$ cat config.mk
export PLATFORM = sky130hd
export DESIGN_NAME = dds_voice_scheduler_flat
export DESIGN_NICKNAME = d
export VERILOG_FILES = /design/src/rtl/dds_voice_scheduler_if.sv /design/src/rtl/dds_voice_scheduler.sv /design/src/flat_wrapper.sv
export SDC_FILE = /design/constraint.sdc
export NUM_CORES = 1
export LEC_CHECK = 0
export CAP_MARGIN = 30
export CORE_MARGIN = 10
export CORE_UTILIZATION = 31
export CTS_CLUSTER_DIAMETER = 60
export DETAILED_ROUTE_END_ITERATION = 8
export PLACE_DENSITY = 0.58
export SLEW_MARGIN = 25
export SYNTH_ARGS = -nofsm -noshare
export SYNTH_HDL_FRONTEND = slang
export SYNTH_SLANG_ARGS = --single-unit
$ cat constraint.sdc
create_clock -name CLK -period 34.9 [get_ports CLK]
set_input_delay 5.235 -clock CLK [delete_from_list [all_inputs] [get_ports CLK]]
set_output_delay 5.235 -clock CLK [all_outputs]
set_load 0.01 [all_outputs]
$ cat src/rtl/dds_voice_scheduler_if.sv
// Config, sine-table and mix-output signals of the DDS voice scheduler; slave is the scheduler side.
// The table side returns tab_data for tab_phase a fixed TAB_LAT+1 edges after the tab_req edge.
interface dds_voice_scheduler_if #(
    parameter int NV = 4,
    parameter int DW = 32
);
    logic                    cfg_valid;
    logic                    cfg_ready;
    logic [$clog2(NV)-1:0]   cfg_voice;
    logic [31:0]             cfg_adder;
    logic                    cfg_gate;
    logic [31:0]             tab_phase;
    logic                    tab_req;
    logic [DW-1:0]           tab_data;
    logic [DW-1:0]           mix_out;
    logic                    mix_valid;

    modport master (
        output cfg_valid, cfg_voice, cfg_adder, cfg_gate, tab_data,
        input  cfg_ready, tab_phase, tab_req, mix_out, mix_valid
    );

    modport slave (
        input  cfg_valid, cfg_voice, cfg_adder, cfg_gate, tab_data,
        output cfg_ready, tab_phase, tab_req, mix_out, mix_valid
    );
endinterface

$ cat src/rtl/dds_voice_scheduler.sv
// Shares one sine table across NV voices; a tick yields one mix sample NV*(TAB_LAT+2)+1 cycles later.
// Config writes stall (cfg_ready=0) while a round runs. `define DDS_SCHED_SKIP_IDLE_EN skips gated-off voices.
module dds_voice_scheduler #(
    parameter int NV      = 4,
    parameter int DW      = 32,
    parameter int TAB_LAT = 2
) (
    input  logic                  CLK,
    input  logic                  RESET,
    input  logic                  sample_tick,
    input  logic                  ovr_clr,
    output logic                  busy,
    output logic                  overrun,
    dds_voice_scheduler_if.slave  bus
);
    localparam int LV  = $clog2(NV);
    localparam int AW  = DW + LV;
    localparam int WCW = (TAB_LAT > 1) ? $clog2(TAB_LAT) : 1;
    localparam logic [WCW-1:0] WLAST = WCW'((TAB_LAT > 0) ? TAB_LAT - 1 : 0);

    localparam logic [2:0] IDLE  = 3'd0;
    localparam logic [2:0] ACCUM = 3'd1;
    localparam logic [2:0] WAIT  = 3'd2;
    localparam logic [2:0] CAPT  = 3'd3;
    localparam logic [2:0] DONE  = 3'd4;

    logic [2:0]           state;
    logic [LV-1:0]        v;
    logic [WCW-1:0]       wcnt;
    logic signed [AW-1:0] acc;
    logic [31:0]          phase [NV];
    logic [31:0]          adder [NV];
    logic [NV-1:0]        gate;
    logic                 cfg_fire;
    logic [31:0]          phase_nxt;

    assign busy          = (state != IDLE);
    assign bus.cfg_ready = (state == IDLE);
    assign cfg_fire      = bus.cfg_valid && (state == IDLE);
    assign phase_nxt     = phase[v] + adder[v];

`ifdef DDS_SCHED_SKIP_IDLE_EN
    // Next gated voice: from 0 (with this edge's config write folded in) in IDLE, from v+1 in CAPT.
    logic [NV-1:0] scan_gate;
    logic          nxt_found;
    logic [LV-1:0] nxt_v;

    always_comb begin
        scan_gate = gate;
        if (cfg_fire) scan_gate[bus.cfg_voice] = bus.cfg_gate;
        nxt_found = 1'b0;
        nxt_v     = '0;
        for (int i = NV - 1; i >= 0; i--) begin
            if (scan_gate[i] && ((state == IDLE) || (i > int'(v)))) begin
                nxt_found = 1'b1;
                nxt_v     = LV'(i);
            end
        end
    end
`endif

    always_ff @(posedge CLK or posedge RESET) begin
        if (RESET) begin
            state         <= IDLE;
            v             <= '0;
            wcnt          <= '0;
            acc           <= '0;
            gate          <= '0;
            overrun       <= 1'b0;
            bus.tab_phase <= '0;
            bus.tab_req   <= 1'b0;
            bus.mix_out   <= '0;
            bus.mix_valid <= 1'b0;
            for (int i = 0; i < NV; i++) begin
                phase[i] <= '0;
                adder[i] <= '0;
            end
        end else begin
            bus.tab_req   <= 1'b0;
            bus.mix_valid <= 1'b0;

            if (sample_tick && (state != IDLE)) overrun <= 1'b1;
            else if (ovr_clr)                   overrun <= 1'b0;

            // A rising gate restarts the note at phase 0.
            if (cfg_fire) begin
                adder[bus.cfg_voice] <= bus.cfg_adder;
                gate[bus.cfg_voice]  <= bus.cfg_gate;
                if (bus.cfg_gate && !gate[bus.cfg_voice]) phase[bus.cfg_voice] <= '0;
            end

            case (state)
                IDLE: begin
                    if (sample_tick) begin
                        acc <= '0;
`ifdef DDS_SCHED_SKIP_IDLE_EN
                        v     <= nxt_v;
                        state <= nxt_found ? ACCUM : DONE;
`else
                        v     <= '0;
                        state <= ACCUM;
`endif
                    end
                end
                ACCUM: begin
                    phase[v]      <= phase_nxt;
                    bus.tab_phase <= phase_nxt;
                    bus.tab_req   <= 1'b1;
                    wcnt          <= '0;
                    state         <= (TAB_LAT == 0) ? CAPT : WAIT;
                end
                WAIT: begin
                    if (wcnt == WLAST) state <= CAPT;
                    else               wcnt  <= wcnt + 1'b1;
                end
                CAPT: begin
                    if (gate[v]) acc <= acc + {{LV{bus.tab_data[DW-1]}}, bus.tab_data};
`ifdef DDS_SCHED_SKIP_IDLE_EN
                    v     <= nxt_found ? nxt_v : v;
                    state <= nxt_found ? ACCUM : DONE;
`else
                    if (v == LV'(NV - 1)) begin
                        state <= DONE;
                    end else begin
                        v     <= v + 1'b1;
                        state <= ACCUM;
                    end
`endif
                end
                DONE: begin
                    bus.mix_out   <= acc[AW-1:LV];
                    bus.mix_valid <= 1'b1;
                    state         <= IDLE;
                end
                default: state <= IDLE;
            endcase
        end
    end
endmodule

$ cat src/flat_wrapper.sv
// flat-port wrapper written by rule: the top's interface ports become plain ports
module dds_voice_scheduler_flat 
#(
    parameter int NV      = 4,
    parameter int DW      = 32,
    parameter int TAB_LAT = 2
)
  (CLK, RESET, sample_tick, ovr_clr, busy, overrun, bus_cfg_valid, bus_cfg_voice, bus_cfg_adder, bus_cfg_gate, bus_tab_data, bus_cfg_ready, bus_tab_phase, bus_tab_req, bus_mix_out, bus_mix_valid);
  dds_voice_scheduler_if #(.NV(NV), .DW(DW)) bus_i ();
  input  logic CLK;
  input  logic RESET;
  input  logic sample_tick;
  input  logic ovr_clr;
  output logic busy;
  output logic overrun;
  input wire logic [$bits(bus_i.cfg_valid)-1:0] bus_cfg_valid;
  input wire logic [$bits(bus_i.cfg_voice)-1:0] bus_cfg_voice;
  input wire logic [$bits(bus_i.cfg_adder)-1:0] bus_cfg_adder;
  input wire logic [$bits(bus_i.cfg_gate)-1:0] bus_cfg_gate;
  input wire logic [$bits(bus_i.tab_data)-1:0] bus_tab_data;
  output wire logic [$bits(bus_i.cfg_ready)-1:0] bus_cfg_ready;
  output wire logic [$bits(bus_i.tab_phase)-1:0] bus_tab_phase;
  output wire logic [$bits(bus_i.tab_req)-1:0] bus_tab_req;
  output wire logic [$bits(bus_i.mix_out)-1:0] bus_mix_out;
  output wire logic [$bits(bus_i.mix_valid)-1:0] bus_mix_valid;
  assign bus_i.cfg_valid = bus_cfg_valid;
  assign bus_i.cfg_voice = bus_cfg_voice;
  assign bus_i.cfg_adder = bus_cfg_adder;
  assign bus_i.cfg_gate = bus_cfg_gate;
  assign bus_i.tab_data = bus_tab_data;
  assign bus_cfg_ready = bus_i.cfg_ready;
  assign bus_tab_phase = bus_i.tab_phase;
  assign bus_tab_req = bus_i.tab_req;
  assign bus_mix_out = bus_i.mix_out;
  assign bus_mix_valid = bus_i.mix_valid;
  dds_voice_scheduler #(.NV(NV), .DW(DW), .TAB_LAT(TAB_LAT)) u_core (.CLK(CLK), .RESET(RESET), .sample_tick(sample_tick), .ovr_clr(ovr_clr), .busy(busy), .overrun(overrun), .bus(bus_i));
endmodule
==> run summary <==
The run gives 0.300 as the sequential power share. Summed over all instances, the cell type with the most area after synthesis is sky130_fd_sc_hd__dfrtp_1. In the final routed layout, each cell accounts on average for 20.5 µm. The fraction of final layout cells sized beyond drive strength 1 came out at 0.189. The combinational fraction of design power was 0.511. The floorplan step set the die height to 264 µm. STA classifies the critical path endpoint as a flip-flop. The tools report the sequential area share after synthesis as 0.497. The tools report the total length of routed wires as 51.1 mm. In the final layout, the multi-input gates occupy 8900 µm². For this block, the via count after detailed routing is 13100. For the count of TritonRoute iterations in the first routing pass, the log shows 6. The Yosys step of the flow raised 0 warnings. The cell count of the worst hold path was 2; the number of buffers created by CTS was 42. Most used flip-flop cell after synthesis: sky130_fd_sc_hd__dfrtp_1. The clock insertion delay at the later pin of the skew report is 0.58 ns, and the length in cells of the worst reg-to-reg path is 12.

Setup violations remaining at the end of the flow were counted as 0. The placement-stage worst setup slack was 26.45 ns. The critical register-to-register path startpoint was u_core.v[0]. The post-route standard cell area excluding fillers was 22200 µm².

The count of endpoints failing hold in the final timing report is 0, and the cell area after placement is 20800 µm². The run gives 0.189 as the part of the total power dissipated in the clock network. The path with the worst hold slack has its endpoint at u_core.adder[21].

The number of enable-type register cells in the synthesized netlist was 0; the internal portion of total power was 1.41 mW. Synthesized area divided by synthesized cell count: 11.8 µm². The flow ran to the end, and the final reports show no timing, DRC or antenna violations.

The tightest min-delay check is of the flip-flop to flip-flop type. The number of synthesized register bits is 367. Highest net fanout along the worst path: 4. The sum of overflow across all layers after global routing was 0; the standard cell core area was 59000 µm². In the final timing run, aggregate negative setup slack is 0 ns. For the number of top-level design ports, the log shows 141. The worst hold path begins at u_core.adder[21]. For the buffer depth of the longest clock path, the log shows 3. After the last flow step, the layout net total stands at 1831. The element type at the critical path start was an input pin.

For the number of resized instances in the post-cts repair step, the log shows 0. Registers take 9190 µm². The post-route clock period utilization was 0.228; the number of nets produced by synthesis was 1714.

Summed over all cells, the static leakage comes to 10.1 nW. The clock-pin slew of the registers on the worst-case setup and hold paths came out at 0.06 ns. Among cell families on the critical path, the largest total delay comes from compound AO/OA/AOI/OAI gates. The highest-delay cell along the critical path was sky130_fd_sc_hd__clkdlybuf4s50_1.

The logs give 0 for the remaining number of nets flagged by the antenna check after routing and 8.41 ns for the arrival time at the worst endpoint. The relative slew slack was 0.445. Routability-driven placement finished with a final weighted congestion of 0.858.

IR analysis of the VDD net gives a maximum drop of 46.7 µV. For the cell count after placement, the log shows 2417. Via count of the first global-routing pass: 13800. The filler cell count in the final layout is 5719.

Counting both buffers and inverters, the worst setup path holds a total of 2. TritonCTS built the clock tree. Row generation in the floorplan step produced 89 rows. The switching part of the total power was 0.413. STA puts the critical path data required time at 35.36 ns. The tree is rooted in a sky130_fd_sc_hd__clkbuf_16. Dividing total power by cell area gives a power density of 108 nW/µm². The tools report the count of maximum capacitance violations as 0.

The tools report the H-tree depth as 2. Buffers added to address setup during post-CTS repair amount to 0. In this run the register-to-register setup slack is 29.96 ns. In this run the tool buffered the top-level ports with 140 buffer cells.

Across the routed clock network, the largest skew measured is 0.0254 ns. The largest net degree at the start of global routing is 128. The die outline area is 69800 µm². The first global-routing pass estimated 80.5 mm of wire. Setup repair after global routing left no endpoint under its margin. The largest single stage delay on the critical path is 0.46 ns. The final max-slew violation count was 0. Walking the worst path, the cells encountered are clkdlybuf4s50_1, ha_1, inv_1, fa_1, nand2b_1, a21oi_1, o21ai_1, o21ai_1, a211o_1, a31oi_1, o41ai_1, xor2_1, a22o_1. Counting I/O delays and the setup requirement, the final critical path takes 7.95 ns.

The global-route usage over all layers came out at 0.143. For the initial standard-cell utilization of the core, the log shows 0.313. The detailed router finished its first iteration with 865 violations.

Detailed placement ended at an HPWL of 34.3 mm. For the pin with the worst max-slew slack, the measured transition is 0.832 ns. The remaining design rule violation count is 0. Counting stages on the worst path, the most repeated cell is sky130_fd_sc_hd__o21ai_1.

Type of the worst setup path: input pin to flip-flop. The number of sinks on the clock net is 367. Summed over all nets, the switching power comes to 0.988 mW.

After clock tree synthesis, the flow added hold-fix buffers numbering 0. Setup slack closes at 26.95 ns. The number of different library cells used by synthesis comes to 67.

The summed instance area of the synthesized netlist was 18500 µm²; the area growth from synthesis to final layout was 20.3%. After synthesis, the cell types taking the most area are sky130_fd_sc_hd__dfrtp_1 50%, sky130_fd_sc_hd__mux2_2 8.5%, sky130_fd_sc_hd__mux4_2 7.9%. The finished layout holds 2496 standard cells, fillers aside.

The chip width was 264 µm; the post-synthesis async set-or-reset flop share was 1.00. Number of antenna violations at the first check in global routing: 15. The area share of the largest cell type after synthesis was 0.497. In this run the critical register-to-register path is captured at u_core.bus.tab_phase[30].

In the routed layout, each cell is associated on average with a via count of 5.26. The top achievable clock speed is 126 MHz, and the gate count after technology mapping is 1572.
through the flow:
| step | utilization | power (mW) | hold WS, ns |
|---|---|---|---|
| finish | 0.377 | 2.39 | 0.469 |
| global route | 0.377 | 2.57 | 0.488 |
| CTS | 0.376 | 2.41 | 0.474 |
| detailed placement | 0.352 | 1.94 | 0.459 |
| global placement | 0.351 | 1.92 | 0.453 |
| floorplan | - | 1.57 | 0.440 |
cells by family after synthesis:
group | Yosys count | synth area share
AO/OA/AOI/OAI | 373 | 0.148
XOR/XNOR | 58 | 0.0275
adder cells (fa/ha/maj) | 70 | 0.0482
buffers and inverters | 114 | 0.0236
flip-flops | 367 | 0.497
multiplexers | 206 | 0.165
AND/OR/NAND/NOR | 384 | 0.0909
worst max-delay path by stage:
stage | startpoint | endpoint | cells after the start
after global placement | RESET | u_core.adder[121] | 4
final | bus_tab_data[0] | u_core.acc[30] | 13
after detailed placement | bus_tab_data[0] | u_core.acc[30] | 13
after floorplan | RESET | u_core.acc[0] | 1
after CTS | bus_tab_data[0] | u_core.acc[30] | 13
after global routing | bus_tab_data[0] | u_core.acc[30] | 13
worst register-to-register path, cell delays in order (launching register included):
cell                       delay [ns]
sky130_fd_sc_hd__dfrtp_4         0.78
sky130_fd_sc_hd__buf_4           0.77
sky130_fd_sc_hd__mux4_2          0.65
sky130_fd_sc_hd__ha_1            0.40
sky130_fd_sc_hd__o21a_1          0.21
sky130_fd_sc_hd__o211ai_1        0.27
sky130_fd_sc_hd__o21a_1          0.24
sky130_fd_sc_hd__o211ai_2        0.14
sky130_fd_sc_hd__a211oi_2        0.40
sky130_fd_sc_hd__o311a_1         0.29
sky130_fd_sc_hd__o21ai_1         0.09
sky130_fd_sc_hd__xor2_1          0.41
sky130_fd_sc_hd__mux2_2          0.24
placed cells by master (no fill, tap or decap), types with 4 or more instances in the layout:
master                            Yosys  layout
sky130_fd_sc_hd__dfrtp_1            367     365
sky130_fd_sc_hd__nand2_1            236     236
sky130_fd_sc_hd__clkdlybuf4s50_1      0     140
sky130_fd_sc_hd__mux2_2             139     139
sky130_fd_sc_hd__a22o_1             128     128
sky130_fd_sc_hd__ha_1                68      68
sky130_fd_sc_hd__mux4_2              65      65
sky130_fd_sc_hd__a21oi_1             66      63
sky130_fd_sc_hd__nor2_1              50      50
sky130_fd_sc_hd__o21ai_0             48      48
sky130_fd_sc_hd__clkbuf_16            0      42
sky130_fd_sc_hd__a21o_1              33      33
sky130_fd_sc_hd__xor2_1              30      30
sky130_fd_sc_hd__xnor2_1             28      28
sky130_fd_sc_hd__buf_4                0      22
sky130_fd_sc_hd__inv_1               19      18
sky130_fd_sc_hd__nand3_1             16      16
sky130_fd_sc_hd__nor2b_1             15      15
sky130_fd_sc_hd__o31ai_1             14      14
sky130_fd_sc_hd__nand4_1             13      13
sky130_fd_sc_hd__nand2b_1            11      10
sky130_fd_sc_hd__o21ai_1             10      10
sky130_fd_sc_hd__o21a_1               9       9
sky130_fd_sc_hd__a211oi_1             9       9
sky130_fd_sc_hd__nor3_1               9       9
sky130_fd_sc_hd__clkbuf_8             0       9
sky130_fd_sc_hd__and2_1               9       8
sky130_fd_sc_hd__a31oi_1             10       8
sky130_fd_sc_hd__or3_1                7       7
sky130_fd_sc_hd__and3_1               7       7
sky130_fd_sc_hd__clkinv_2             0       7
sky130_fd_sc_hd__a211o_1              6       6
sky130_fd_sc_hd__clkbuf_1            67       6
sky130_fd_sc_hd__o211ai_1             5       5
sky130_fd_sc_hd__a221o_1              4       4
cell type report:
class,instances,share of cell area
Antenna cell,1,0.000113
Clock buffer,57,0.0539
Clock inverter,20,0.0111
Inverter,21,0.00388
Multi-Input combinational cell,1091,0.400
Sequential cell,367,0.413
Tap cell,773,0.0435
Timing Repair Buffer,166,0.0740
sequential cells by signal (all words and copies together) (netlist names):
name / cells
u_core.acc: 34
u_core.adder: 128
u_core.bus.mix_out: 32
u_core.bus.mix_valid: 1
u_core.bus.tab_phase: 32
u_core.bus.tab_req: 1
u_core.gate: 4
u_core.overrun: 1
u_core.phase: 128
u_core.state: 3
u_core.v: 2
u_core.wcnt: 1
routing by layer:
layer,up-vias,global-route usage,part of all wire
met2,344,0.232,0.47
met5,-,0,0.0038
met4,28,0.0335,0.018
met3,95,0.0468,0.077
li1,6030,-,-
met1,6621,0.182,0.43
power groups by stage:
| stage | sequential (mW) | combinational (mW) | clock (mW) |
|---|---|---|---|
| after floorplan | 0.692 | 0.881 | 0 |
| after global placement | 0.715 | 1.20 | 0 |
| after detailed placement | 0.724 | 1.22 | 0 |
| after CTS | 0.718 | 1.23 | 0.467 |
| after global routing | 0.741 | 1.34 | 0.485 |
| final | 0.718 | 1.22 | 0.453 |
synthesized netlist by cell type (2+ instances only):
master,count
sky130_fd_sc_hd__o211ai_1,5
sky130_fd_sc_hd__xor2_1,30
sky130_fd_sc_hd__buf_1,20
sky130_fd_sc_hd__a21o_1,33
sky130_fd_sc_hd__nand4_1,13
sky130_fd_sc_hd__buf_2,6
sky130_fd_sc_hd__dfrtp_1,367
sky130_fd_sc_hd__and2_1,9
sky130_fd_sc_hd__nand3_1,16
sky130_fd_sc_hd__a22o_1,128
sky130_fd_sc_hd__or3_1,7
sky130_fd_sc_hd__nor2b_1,15
sky130_fd_sc_hd__a32o_1,3
sky130_fd_sc_hd__mux2_2,139
sky130_fd_sc_hd__nand3b_1,2
sky130_fd_sc_hd__nor3_1,9
sky130_fd_sc_hd__ha_1,68
sky130_fd_sc_hd__nand2b_1,11
sky130_fd_sc_hd__clkbuf_1,67
sky130_fd_sc_hd__mux2i_1,2
sky130_fd_sc_hd__o21a_1,9
sky130_fd_sc_hd__a41oi_1,2
sky130_fd_sc_hd__o21ai_1,10
sky130_fd_sc_hd__nor2_1,50
sky130_fd_sc_hd__and3_1,7
sky130_fd_sc_hd__a31oi_1,10
sky130_fd_sc_hd__o21bai_1,3
sky130_fd_sc_hd__mux4_2,65
sky130_fd_sc_hd__xnor2_1,28
sky130_fd_sc_hd__a211oi_1,9
sky130_fd_sc_hd__nand2_1,236
sky130_fd_sc_hd__o21ai_0,48
sky130_fd_sc_hd__fa_1,2
sky130_fd_sc_hd__a211o_1,6
sky130_fd_sc_hd__nor3_2,3
sky130_fd_sc_hd__a221o_1,4
sky130_fd_sc_hd__o41ai_1,2
sky130_fd_sc_hd__a21oi_1,66
sky130_fd_sc_hd__a22oi_1,3
sky130_fd_sc_hd__inv_1,19
sky130_fd_sc_hd__o31ai_1,14
Note: power is estimated with default switching activity, not from simulation.
==> variant, RTL diff (config.mk and constraints unchanged) <==
Register the output `overrun` once more; this adds one clock of latency there. The other outputs are not delayed to match.
--- a/src/rtl/dds_voice_scheduler.sv
+++ b/src/rtl/dds_voice_scheduler.sv
@@ -24,4 +24,6 @@
     localparam logic [2:0] CAPT  = 3'd3;
     localparam logic [2:0] DONE  = 3'd4;
+
+    logic overrun_s0;
 
     logic [2:0]           state;
@@ -67,5 +69,5 @@
             acc           <= '0;
             gate          <= '0;
-            overrun       <= 1'b0;
+            overrun_s0    <= 1'b0;
             bus.tab_phase <= '0;
             bus.tab_req   <= 1'b0;
@@ -80,6 +82,6 @@
             bus.mix_valid <= 1'b0;
 
-            if (sample_tick && (state != IDLE)) overrun <= 1'b1;
-            else if (ovr_clr)                   overrun <= 1'b0;
+            if (sample_tick && (state != IDLE)) overrun_s0 <= 1'b1;
+            else if (ovr_clr)                   overrun_s0 <= 1'b0;
 
             // A rising gate restarts the note at phase 0.
@@ -137,4 +139,8 @@
         end
     end
+    always_ff @(posedge CLK) begin
+        overrun <= overrun_s0;
+    end
+
 endmodule
 
Formal check against the unedited RTL: not equivalent (a bounded check fails within 4 cycles, from zero or initial values and one cycle with RESET high).
==> variant against the original RTL <==
Total power grew 0.94%; synthesized area grew 0.11%; setup slack gained 0.024 ns; sequential cell count grew 1; synthesized cell count is essentially flat; design area grew 0.61%; wire length grew 0.57%; clock skew grew 0.0011 ns; critical path type unchanged; largest power group unchanged.
==> variant: results (changes against the original RTL) <==
Final Skew=0.0265 ns (+0.00111 ns); slew margin rel.=36.8% (-7.7 points); Worst IR Drop VDD=51.6 uV (+10%); global placement routability congestion=0.866 (+0.94%); initial antenna violation count=11 (-4); internal power=1.43 mW (+1.4%); async set or reset register ratio after synthesis=99.7% (-0.27 points); post-synthesis adder-cell area fraction=4.82% (-0.0052 points); Synth cell types=68 (+1.5%); multiplexer share of the synthesized area=16.5% (-0.018 points); fillcell total=5706 (-0.23%); global-route wire length before repair=81300 um (+0.93%); Post-Synth XOR/XNOR Area=2.75% (-0.0030 points); Leak=10.1 nW (+0.59%); Seq/Total Area, Yosys=49.8% (+0.054 points); Synth Area in Compound Gates=14.8% (-0.016 points); Iter 0 DRT Violations=931 (+7.6%); fraction of layout cells with a size suffix above 1=18.8% (-0.087 points); NumNets Final=1837 (+0.33%); top cells by area, synth=dfrtp_1, mux2_2, mux4_2, a22o_1, nand2_1; critical path arrival=8.40 ns (about the same); drt via density=5.29 (+0.64%); gr usage total=14.4% (+0.074 points); Hold Crit Start=u_core.overrun_s0; Mapped Avg Cell Area=11.8 um^2 (about the same); outcome=finished clean; WL per Instance=20.5 um (+0.17%); Syn Nets=1715 (+0.058%)
-- variant: power groups by stage --
stage	sequential [mW]	clock, mW	combinational (mW)
6_report	0.720	0.475	1.22
3_3_place_gp	0.714	0	1.19
5_1_grt	0.742	0.505	1.34
4_1_cts	0.720	0.487	1.22
2_1_floorplan	0.694	0	0.881
3_5_place_dp	0.724	0	1.22
-- variant: area by class of cell --
class,count,area (um^2),area share (%)
antenna,3,7.51,0.0336
clock buffer,65,1280,5.73
clock inverter,17,213,0.951
inverter,21,86.3,0.386
multi-input combinational,1091,8900,39.8
sequential,368,9210,41.2
tap,773,967,4.32
timing repair buffer,168,1710,7.63
-- variant: worst paths after layout --
check                                            to  cells after the start
hold / removal                       u_core.overrun                      0
max in group asynchronous          u_core.adder[38]                      4
min in group asynchronous   u_core.bus.tab_phase[3]                      2
setup / recovery                     u_core.acc[30]                     13
setup reg to reg           u_core.bus.tab_phase[30]                     12
hold reg to reg                      u_core.overrun                      0
-- variant: kinds of logic after synthesis --
family | count (synthesis)
flip-flops | 368
AO/OA/AOI/OAI | 373
adder cells (fa/ha/maj) | 70
XOR/XNOR | 58
buffers and inverters | 114
AND/OR/NAND/NOR | 384
multiplexers | 206
-- variant: critical path, stage by stage --
cell,delay (ns)
clkdlybuf4s50_1,0.46
ha_1,0.19
inv_1,0.07
fa_1,0.38
nand2b_1,0.17
a21oi_1,0.25
o21ai_1,0.18
o21ai_1,0.31
a211o_1,0.22
a31oi_1,0.18
o41ai_1,0.44
xor2_1,0.13
a22o_1,0.19
-- variant: routing by layer --
metal,GRT usage [%],wire length (um),up-vias,part of all wire (%)
met5,0,102,-,0.20
met4,4.11,1130,16,2.2
met3,3.80,3250,94,6.3
met2,23.4,24300,370,47
met1,18.5,22700,6733,44
li1,-,-,6042,-
-- variant: through the flow --
stage	power, mW	setup slack (ns)	hold WS, ns	area [um^2]
final	2.42	26.97	0.386	22400
after global routing	2.59	26.84	0.403	22400
after CTS	2.43	27.06	0.392	22300
after detailed placement	1.94	26.44	0.364	20800
after global placement	1.90	26.50	0.353	20700
after floorplan	1.57	19.48	0.347	18500
